==> src/rtl/fetch_sequencer.sv <==
// Fetch-stage PC sequencer: arbitrates redirects and stalls, and replays a
// redirect that arrives during an I-cache miss once the miss clears.
module fetch_sequencer #(
  parameter int ADDRESS_WIDTH = 32,
  parameter int COUNT_WIDTH   = 32
) (
  input  logic                     clk,
  input  logic                     rst,
  input  logic                     trigger,
  input  logic                     icache_miss,
  input  logic                     load_use_hazard,
  input  logic                     ex_branch_taken,
  input  logic [ADDRESS_WIDTH-1:0] ex_branch_target,
  input  logic                     trap_req,
  input  logic [ADDRESS_WIDTH-1:0] trap_vector,
  output logic                     pc_stall,
  output logic                     pc_branch,
  output logic [ADDRESS_WIDTH-1:0] pc_target,
  output logic                     stall_if_id,
  output logic                     flush_if_id,
  output logic                     flush_id_ex,
  output logic [COUNT_WIDTH-1:0]   stall_cycles
);

  typedef enum logic [1:0] {HALT, RUN, MISS, MISS_REDIR} state_t;

  state_t                   state, state_nxt;
  logic                     pending_valid, pending_valid_nxt;
  logic [ADDRESS_WIDTH-1:0] pending_target, pending_target_nxt;

  logic                     redir;
  logic [ADDRESS_WIDTH-1:0] redir_target;

  assign redir        = trap_req | ex_branch_taken;
  assign redir_target = trap_req ? trap_vector : ex_branch_target;

  always_ff @(posedge clk) begin
    if (rst) begin
      state          <= HALT;
      pending_valid  <= 1'b0;
      pending_target <= '0;
      stall_cycles   <= '0;
    end else begin
      state          <= state_nxt;
      pending_valid  <= pending_valid_nxt;
      pending_target <= pending_target_nxt;
      if (state != HALT && trigger && pc_stall && stall_cycles != {COUNT_WIDTH{1'b1}})
        stall_cycles <= stall_cycles + 1'b1;
    end
  end

  // RUN and MISS share transitions: a miss that clears behaves exactly like RUN.
  always_comb begin
    state_nxt          = state;
    pending_valid_nxt  = pending_valid;
    pending_target_nxt = pending_target;
    if (!trigger) begin
      state_nxt         = HALT;
      pending_valid_nxt = 1'b0;
    end else begin
      case (state)
        HALT: state_nxt = RUN;
        RUN, MISS: begin
          if (redir && icache_miss) begin
            state_nxt          = MISS_REDIR;
            pending_valid_nxt  = 1'b1;
            pending_target_nxt = redir_target;
          end else if (icache_miss) begin
            state_nxt = MISS;
          end else begin
            state_nxt = RUN;
          end
        end
        MISS_REDIR: begin
          if (icache_miss) begin
            if (trap_req) pending_target_nxt = trap_vector;
          end else begin
            state_nxt         = RUN;
            pending_valid_nxt = 1'b0;
          end
        end
        default: state_nxt = HALT;
      endcase
    end
  end

  always_comb begin
    pc_stall    = 1'b0;
    pc_branch   = 1'b0;
    pc_target   = '0;
    stall_if_id = 1'b0;
    flush_if_id = 1'b0;
    flush_id_ex = 1'b0;
    if (!trigger || state == HALT) begin
      flush_if_id = 1'b1;
      flush_id_ex = 1'b1;
    end else begin
      case (state)
        RUN, MISS: begin
          if (redir && !icache_miss) begin
            pc_branch   = 1'b1;
            pc_target   = redir_target;
            flush_if_id = 1'b1;
            flush_id_ex = 1'b1;
          end else if (redir) begin
            pc_stall    = 1'b1;
            flush_if_id = 1'b1;
            flush_id_ex = 1'b1;
          end else if (icache_miss) begin
            pc_stall = 1'b1;
            // A fresh miss with a load-use hazard holds IF/ID rather than bubbling it.
            if (state == RUN && load_use_hazard) begin
              stall_if_id = 1'b1;
              flush_id_ex = 1'b1;
            end else begin
              flush_if_id = 1'b1;
            end
          end else if (load_use_hazard) begin
            pc_stall    = 1'b1;
            stall_if_id = 1'b1;
            flush_id_ex = 1'b1;
          end
        end
        MISS_REDIR: begin
          flush_if_id = 1'b1;
          flush_id_ex = 1'b1;
          if (icache_miss) begin
            pc_stall = 1'b1;
          end else begin
            pc_branch = 1'b1;
            pc_target = trap_req ? trap_vector : pending_target;
          end
        end
        default: ;
      endcase
    end
  end

endmodule
==> config.mk <==
export PLATFORM = sky130hd
export DESIGN_NAME = fetch_sequencer
export DESIGN_NICKNAME = d
export VERILOG_FILES = /design/src/rtl/fetch_sequencer.sv
export SDC_FILE = /design/constraint.sdc
export NUM_CORES = 1
export LEC_CHECK = 0
export ABC_AREA = 1
export CAP_MARGIN = 20
export CORE_UTILIZATION = 43
export DETAILED_ROUTE_END_ITERATION = 7
export PLACE_DENSITY_LB_ADDON = 0.3
export SYNTH_ARGS = -nofsm -noshare
export SYNTH_HDL_FRONTEND = slang
export SYNTH_SLANG_ARGS = --single-unit
==> constraint.sdc <==
create_clock -name clk -period 2.35 [get_ports clk]
set_input_delay 0.47 -clock clk [delete_from_list [all_inputs] [get_ports clk]]
set_output_delay 0.47 -clock clk [all_outputs]
set_load 0.1 [all_outputs]
### After elaboration in Yosys (flattened, before gate mapping)

Cells that the tools add are included.

* ROM bits: 0
* output and inout port bits: 69
* logic and storage cells: 68
* RAM bits: 0
* flip-flop bits (word level): 66
* bits of input ports: 71
* latch bits: 0
* memories kept: 0

* muxes and demuxes: 40
* shift-type cells: 0
* div/mod/pow operators: 0
* reductions and logical operators: 15
* equality and inequality tests: 7
* add/sub/neg operators: 1
* $mul: 0
* bitwise gates (word level): 2
* order comparisons: 0

Operators by type and width (count)
* $mux W32: 7
* $pmux W32 S2: 2
* $add A32 B1 Y32 const B: 1
* $ne A32 B32 Y1 const B: 1
* $mux W1: 23
* $pmux W1 S2: 4
* $logic_and A1 B1 Y1: 6
* $mux W2: 3
* $ne A2 B2 Y1 const B: 3
* $pmux W2 S3: 1
* $eq A2 B2 Y1 const B: 2
* $reduce_and A4 Y1: 1
* $reduce_bool A2 Y1: 2
* $reduce_or A2 Y1: 2
* $eq A2 B1 Y1 const B: 1
* $logic_not A1 Y1: 2
* $logic_not A2 Y1: 1
* $logic_or A1 B1 Y1: 1
* $not A1 Y1: 1
* $or A1 B1 Y1: 1

### Logic depth before layout (Yosys ltp)

Gate-level depths: netlist of the first run.

* depth in word-level cells: 8
* depth in mapped cells: 11
* gate-level depth less buffers: 10

### Worst setup path before layout of the first run

No wires, ideal clock.

* path kind: register to output
* from: register state[0]
* to: output stall_if_id
* path slack: -1.098 ns
* required time: 1.880 ns
* path buffers: 0
* data arrival time: 2.978 ns
* stages on the path, launching flop included: 6
* path through: dfxtp_1 -> inv_1 -> ha_1 -> nor2_2 -> inv_1 -> nor3_1

* cells in the longest elaborated chain, start to end: 8
* elaborated cells on any way between the ends: 12
* classes of those cells: eq/ne: 2; mux: 6; reduce/logical: 4

RTL lines
* from (decl): RTL line 27 `state_t state, state_nxt;`
* from (signal assigned): RTL line 44 `state <= state_nxt;`
* $eq A2 B1 Y1
* $logic_and A1 B1 Y1: RTL line 112 `if (state == RUN && load_use_hazard) begin`
* $mux W1: RTL line 112
* $mux W1: RTL line 109 `end else if (icache_miss) begin`
* $mux W1: RTL line 105 `end else if (redir) begin`
* $mux W1: RTL line 100 `if (redir && !icache_miss) begin`
* $mux W1: RTL line 98 `case (state)`
* $mux W1 (*): RTL line 94 `if (!trigger || state == HALT) begin`
* to (decl): RTL line 19 `output logic stall_if_id,`

Mark *: on every way between the ends. The rest lies on a longest branch, timed or not.

### Worst setup path after layout of the first run

* from: input trap_req
* to: output pc_target[30]

* cells in the longest elaborated chain, start to end: 5
* elaborated cells on any way between the ends: 8
* classes of those cells: mux: 6; bitwise: 1; reduce/logical: 1

RTL lines
* from (decl): RTL line 14 `input logic trap_req,`
* $or A1 B1 Y1: RTL line 34 `assign redir = trap_req | ex_branch_taken;`
* $logic_and A1 B1 Y1: RTL line 100
* $mux W32: RTL line 100
* $pmux W32 S2 (*): RTL line 98
* $mux W32 (*): RTL line 94
* to (decl): RTL line 18 `output logic [ADDRESS_WIDTH-1:0] pc_target,`

Marked as above.

==> flow_metrics.py, run 1 <==
metrics = {
    "synthesis": {
        "ys_types": 36,
        "syn_inst": 877,
        "yosysTopAreaCell": "dfxtp_1",
        "syn-num-nets": 952,
        "yosys-top-cells-area": "dfxtp_1, nor2_1, nand2_1",
        "synth_area_um2": 5060,
        "ys_seq_area_share_pct": 26.1,
        "ys_ff_latch": 66,
        "synth_warnings": 0,
        "synth.top_cell.area_share_pct": 26.1,
        "postSynthAreaPerCell_um2": 5.77,
    },
    "global_route": {
        "grt_pass1_wl_um": 26300,
        "grt_overflow": 0,
        "grt_usage_pct": 26.1,
        "antenna_found_initial": 1,
        "grt_pass1_vias": 5505,
        "grt_max_degree": 67,
    },
    "clocking": {
        "clk_latency_ns": 0.32,
        "cts_tree": "done",
        "htreeDepth": 3,
        "clock_path_buffers": 2,
        "root_buffer": "clkbuf_16",
        "clk_pin_slew_ns": 0.05,
        "clkSinkCount": 66,
        "numCtsBuffers": 9,
    },
    "sta": {
        "tightest_slew_ns": 0.385,
        "period_minus_slack_ns": 2.36,
        "finalSetupViolCount": 5,
        "rsz0062_at_grt": "yes",
        "slew_headroom_pct": 74.1,
        "hold_viol": 0,
        "finClkSkew_ns": 0.00889,
        "drv_slew": 0,
        "max_freq_mhz": 423,
        "worst_slack_ns": -0.0148,
        "period_share_pct": 101,
        "hold_ws_ns": 0.462,
    },
    "die": {
        "die_w_um": 111,
        "die_y_um": 111,
        "ios": 140,
        "num_rows": 39,
        "design.core.area_um2": 11500,
        "start_util_pct": 44.2,
        "dieArea_um2": 12200,
    },
    "detailed_routing": {
        "drc": 0,
        "wl_met3_um": 801,
        "wl_per_cell_um": 13.5,
        "drt_first_iter_violations": 302,
        "m1WireLength_um": 7340,
        "wirelength_um": 16100,
        "antenna_left": 0,
        "route.top_layer_used": "met4",
        "drtPass1Iterations": 5,
        "vias": 5963,
        "via_per_inst": 5.00,
        "dr_wl_met2_um": 7640,
    },
    "placed_design": {
        "dp.final_hpwl_um": 11100,
        "dp.cells": 1166,
        "io_buffers": 139,
        "gp_congestion": 0.888,
    },
    "power_and_ir_drop": {
        "power.net_switching_uw": 843,
        "power.leakage_uw": 0.00316,
        "ir_worst_vdd_uv": 376,
        "p_clk_share_pct": 43.0,
        "p_int_uw": 2370,
        "p_per_area_nw_per_um2": 406,
        "switching_share_pct": 26.3,
        "p_seq_share_pct": 36.0,
        "pwr-share-comb_pct": 21.1,
    },
    "worst_setup_path": {
        "ff2ff_setup_slack_ns": 0.38,
        "reg2regPathDepth": 9,
        "cp-start-kind": "input port",
        "reg2reg_to": "stall_cycles[12]",
        "crit_path_end_kind": "output port",
        "crit_type": "input port to output port",
        "worstPathRequired_ns": 1.88,
        "crit_fanout": 11,
        "worstPathArrival_ns": 1.89,
        "r2r-start": "stall_cycles[19]",
    },
    "cells_and_area": {
        "layoutNonFillerInstCount": 1192,
        "layout-drive-gt1-share_pct": 24.2,
        "area_delta_synth_final_pct": 56.2,
        "final_nets": 1118,
    },
    "worst_hold_path": {
        "min_path_cells": 2,
        "worstHoldStart": "pending_target[3]",
        "hold_path.class": "register to register",
        "holdPathEnd": "pending_target[3]",
    },
    "job": {
        "max_cap_violations": 0,
    },
    "status": {
        "violations": "setup timing",
        "status": "complete, but fails checks",
    },
}
[how the worst max path moves through the flow]
stage / endpoint / cells after the start / startpoint / slack [ns]
5_1_grt: pc_target[30] / 7 / trap_req / -0.09
6_report: pc_target[30] / 7 / trap_req / -0.01
2_1_floorplan: pc_target[22] / 7 / state[0] / -0.24
4_1_cts: pc_target[2] / 9 / state[0] / 0.005
3_5_place_dp: pc_target[1] / 9 / trap_req / -0.18
3_3_place_gp: pc_target[2] / 8 / trap_req / -0.16
[repair_timing]
action | in CTS | in global routing
hold buffers | 0 | 0
resized for setup | 25 | 18
cloned | 3 | 0
pin swaps | 7 | 10
buffers inserted | 5 | 1
setup endpoints to repair | 36 | 30
[cell families after synthesis]
kind of cell | Yosys count | share of synthesized area, %
AOI/OAI and AO/OA | 164 | 19.5
xor gates and xnor gates | 14 | 2.42
adders and majority gates | 4 | 0.988
buffers and inverters | 118 | 10.4
DFF | 66 | 26.1
and+or+nand+nor | 511 | 40.6
[flip-flops by register name, indices dropped and copies added (netlist names)]
signal	flops
state	2
pending_target	32
stall_cycles	32
[per-layer routing]
metal	GRT usage [%]	up-vias
li1	-	3119
met1	33.5	2681
met2	43.2	140
met3	4.99	23
met4	10.2	0
met5	0	-
[cells in the final DEF (no fill, tap or decap), types with 2 or more instances in the layout]
cell type        instances
a211oi_1                31
a21oi_1                 28
a21oi_2                 28
a21oi_4                  3
buf_12                  48
buf_16                   3
buf_4                   78
buf_6                    3
clkbuf_16                9
clkbuf_8                 4
clkdlybuf4s50_1         66
dfxtp_1                 62
dfxtp_2                  4
diode_2                  2
dlygate4sd2_1            3
ha_1                     3
inv_1                   60
inv_2                    7
nand2_1                210
nand2_2                  5
nand2_4                  2
nand3_1                 20
nand4_1                  7
nor2_1                 215
nor2_2                  38
nor2_4                   8
nor3_1                   2
o21ai_0                 65
o21ai_1                  5
xnor2_1                  5
xor2_1                   9
[cells in the mapped netlist, drive strengths merged]
cell type	number
nand3	20
xor2	9
a211oi	31
clkbuf	24
nand2	218
nor2	262
xnor2	5
nor3	3
ha	4
a22oi	1
clkinv	1
inv	69
o21ai	71
o2111ai	1
nand4	7
o21a	1
dfxtp	66
buf	24
a21oi	59
nand3b	1
[cell type report]
type	instances	area, um2
Inverter	70	270
Timing Repair Buffer	203	2370
Antenna cell	2	5.00
Fill cell	950	3560
Clock inverter	2	35.0
Sequential cell	66	1330
Clock buffer	13	270
Multi-Input combinational cell	693	3450
Tap cell	143	179
[per-stage QoR]
| stage | setup TNS (ns) | area (um2) | utilization (%) | setup slack (ns) | power, uW |
|---|---|---|---|---|---|
| detailed placement | -4.62 | 7350 | 64.1 | -0.183 | 1800 |
| global placement | -3.37 | 7350 | 64.1 | -0.158 | 1790 |
| floorplan | -6.68 | 5170 | - | -0.237 | 1500 |
| CTS | 0 | 7830 | 68.3 | 0.00547 | 3210 |
| finish | -0.0454 | 7910 | 69.0 | -0.0148 | 3210 |
| global route | -1.03 | 7910 | 68.9 | -0.0869 | 3330 |
[worst max-delay path: stages]
cell and delay (ns):
dlygate4sd2_1 0.27, buf_4 0.17, buf_12 0.14, o21ai_0 0.33, a22oi_2 0.14, nor2_2 0.17
buf_12 0.19
[power by group through the flow]
stage          logic (uW)  clock network, uW  registers, uW
3_3_place_gp          617                  0           1180
2_1_floorplan         319                  0           1180
4_1_cts               658               1400           1150
6_report              676               1380           1150
3_5_place_dp          621                  0           1180
5_1_grt               736               1440           1160
No activity file was read; power rests on OpenSTA's default activity.
==> run 2: changes to the inputs <==
--- a/config.mk
+++ b/config.mk
@@ -7,9 +7,11 @@
 export LEC_CHECK = 0
 export ABC_AREA = 1
 export CAP_MARGIN = 20
-export CORE_UTILIZATION = 43
+export CORE_ASPECT_RATIO = 0.6
+export CORE_UTILIZATION = 49
 export DETAILED_ROUTE_END_ITERATION = 7
 export PLACE_DENSITY_LB_ADDON = 0.3
+export REMOVE_ABC_BUFFERS = 1
 export SYNTH_ARGS = -nofsm -noshare
 export SYNTH_HDL_FRONTEND = slang
 export SYNTH_SLANG_ARGS = --single-unit
==> flow_metrics.py, run 2 (synthesis gave the netlist of run 1 again) <==
metrics = {
    "placed_design": {
        "dp.final_hpwl_um": 11800,
        "io_buffers": 139,
        "gp_congestion": 0.975,
        "dp.cells": 1157,
    },
    "detailed_routing": {
        "via_per_inst": 5.44,
        "antenna_left": 0,
        "wl_per_cell_um": 15.2,
        "drt_first_iter_violations": 452,
        "route.top_layer_used": "met4",
        "wirelength_um": 17900,
        "drc": 0,
        "dr_wl_met2_um": 7590,
        "drtPass1Iterations": 5,
        "vias": 6417,
        "wl_met3_um": 1680,
        "m1WireLength_um": 8260,
    },
    "sta": {
        "slew_headroom_pct": 50.0,
        "finalSetupViolCount": 24,
        "period_share_pct": 104,
        "tightest_slew_ns": 0.749,
        "hold_viol": 0,
        "rsz0062_at_grt": "yes",
        "worst_slack_ns": -0.0861,
        "period_minus_slack_ns": 2.44,
        "max_freq_mhz": 410,
        "finClkSkew_ns": 0.00628,
        "drv_slew": 0,
    },
    "clocking": {
        "clk_latency_ns": 0.34,
        "root_buffer": "clkbuf_16",
        "cts_tree": "done",
        "clkSinkCount": 66,
        "numCtsBuffers": 9,
        "clk_pin_slew_ns": 0.06,
        "htreeDepth": 3,
        "clock_path_buffers": 2,
    },
    "cells_and_area": {
        "antenna_cells": 0,
        "area_delta_synth_final_pct": 57.7,
        "layoutNonFillerInstCount": 1180,
        "final_common_cell": "nor2_1",
        "final_cell_mix": "nor2_1, nand2_1, buf_4, clkdlybuf4s50_1, o21ai_0",
        "layout-drive-gt1-share_pct": 25.0,
        "final_nets": 1115,
        "fin_util_pct": 80.2,
        "reg_top3": "pending_target: 32 flops, stall_cycles: 32 flops, state: 2 flops",
    },
    "die": {
        "start_util_pct": 50.9,
        "dieArea_um2": 10800,
        "num_rows": 28,
        "ios": 140,
        "die_w_um": 133,
        "design.core.area_um2": 9950,
        "die_y_um": 80.7,
    },
    "global_route": {
        "grt_max_degree": 67,
        "antenna_found_initial": 0,
        "grt_pass1_vias": 5554,
        "grt_pass1_wl_um": 27300,
        "grt_usage_pct": 32.1,
        "grt_overflow": 0,
    },
    "worst_setup_path": {
        "crit_type": "register to output port",
        "crit_chain": "inv_4, ha_4, inv_4, nor2_4, buf_12, buf_16, a21oi_4, nor2_2, buf_12",
        "cp-start-kind": "register",
        "ff2ff_setup_slack_ns": 0.31,
        "crit_path_end_kind": "output port",
        "slowest_stage": "dfxtp_4",
        "worstPathArrival_ns": 1.97,
        "crit_fanout": 6,
        "cpPeakStageDelay_ns": 0.38,
        "worstPathRequired_ns": 1.88,
    },
    "power_and_ir_drop": {
        "finalPower_uw": 3290,
        "p_per_area_nw_per_um2": 412,
        "power.leakage_uw": 0.00314,
        "ir_worst_vdd_uv": 371,
    },
    "status": {
        "violations": "setup timing",
        "status": "complete, but fails checks",
    },
    "job": {
        "max_cap_violations": 0,
    },
    "worst_hold_path": {
        "hold_path.class": "register to register",
    },
}
## run 2: through the flow
stage          cell area (um2)  hold slack (ns)  setup TNS [ns]  setup WS [ns]
2_1_floorplan             4810            0.437          -94.22          -1.48
3_3_place_gp              7160            0.451           -6.28         -0.225
3_5_place_dp              7160            0.452           -7.30         -0.254
4_1_cts                   7610            0.463          -0.148        -0.0387
5_1_grt                   7980            0.480           -2.34         -0.148
6_report                  7980            0.465          -0.871        -0.0861
## run 2: final timing paths
path                     start           endpoint  cells past startpoint
max reg2reg           state[1]   stall_cycles[30]                     10
max                   state[1]      pc_target[24]                      9
min          pending_target[8]  pending_target[8]                      2
min reg2reg  pending_target[8]  pending_target[8]                      2
## run 2: critical path, delay by kind of cell (launching register included)
family	cells	cell delay, ns
AOI/OAI and AO/OA	1	0.06
adders and majority gates	1	0.28
buffers and inverters	5	0.58
DFF	1	0.38
and+or+nand+nor	2	0.32
## run 2: routing by layer
metal,vias up,GRT usage (%)
met4,0,8.07
li1,3122,-
met2,310,49.4
met1,2941,44.4
met3,44,8.93
met5,-,0
## run 2: area by class of cell
type	count	area, um2
clock buffer	9	225
clock inverter	7	93.8
fill	678	1970
inverter	70	275
multi-input combinational	693	3610
sequential	66	1330
tap	135	169
timing repair buffer	200	2280
## run 2: repair_timing
action	in CTS	in global routing
setup endpoints to repair	37	34
cloned	2	1
pin swaps	6	26
resized for setup	23	88
hold buffers	0	0
buffers inserted	3	1
## run 2: power by group
part           total, uW  internal, uW  switching, uW
clock               1450           926            526
sequential          1150          1140           8.75
combinational        687           310            378
==> run 3: changes to the inputs <==
--- a/config.mk
+++ b/config.mk
@@ -9,6 +9,7 @@
 export CAP_MARGIN = 20
 export CORE_ASPECT_RATIO = 0.6
 export CORE_UTILIZATION = 49
+export CTS_CLUSTER_DIAMETER = 150
 export DETAILED_ROUTE_END_ITERATION = 7
 export PLACE_DENSITY_LB_ADDON = 0.3
 export REMOVE_ABC_BUFFERS = 1
==> results of run 3 <==
Same layout as run 2: the final DEF is identical, and so are final timing and power.
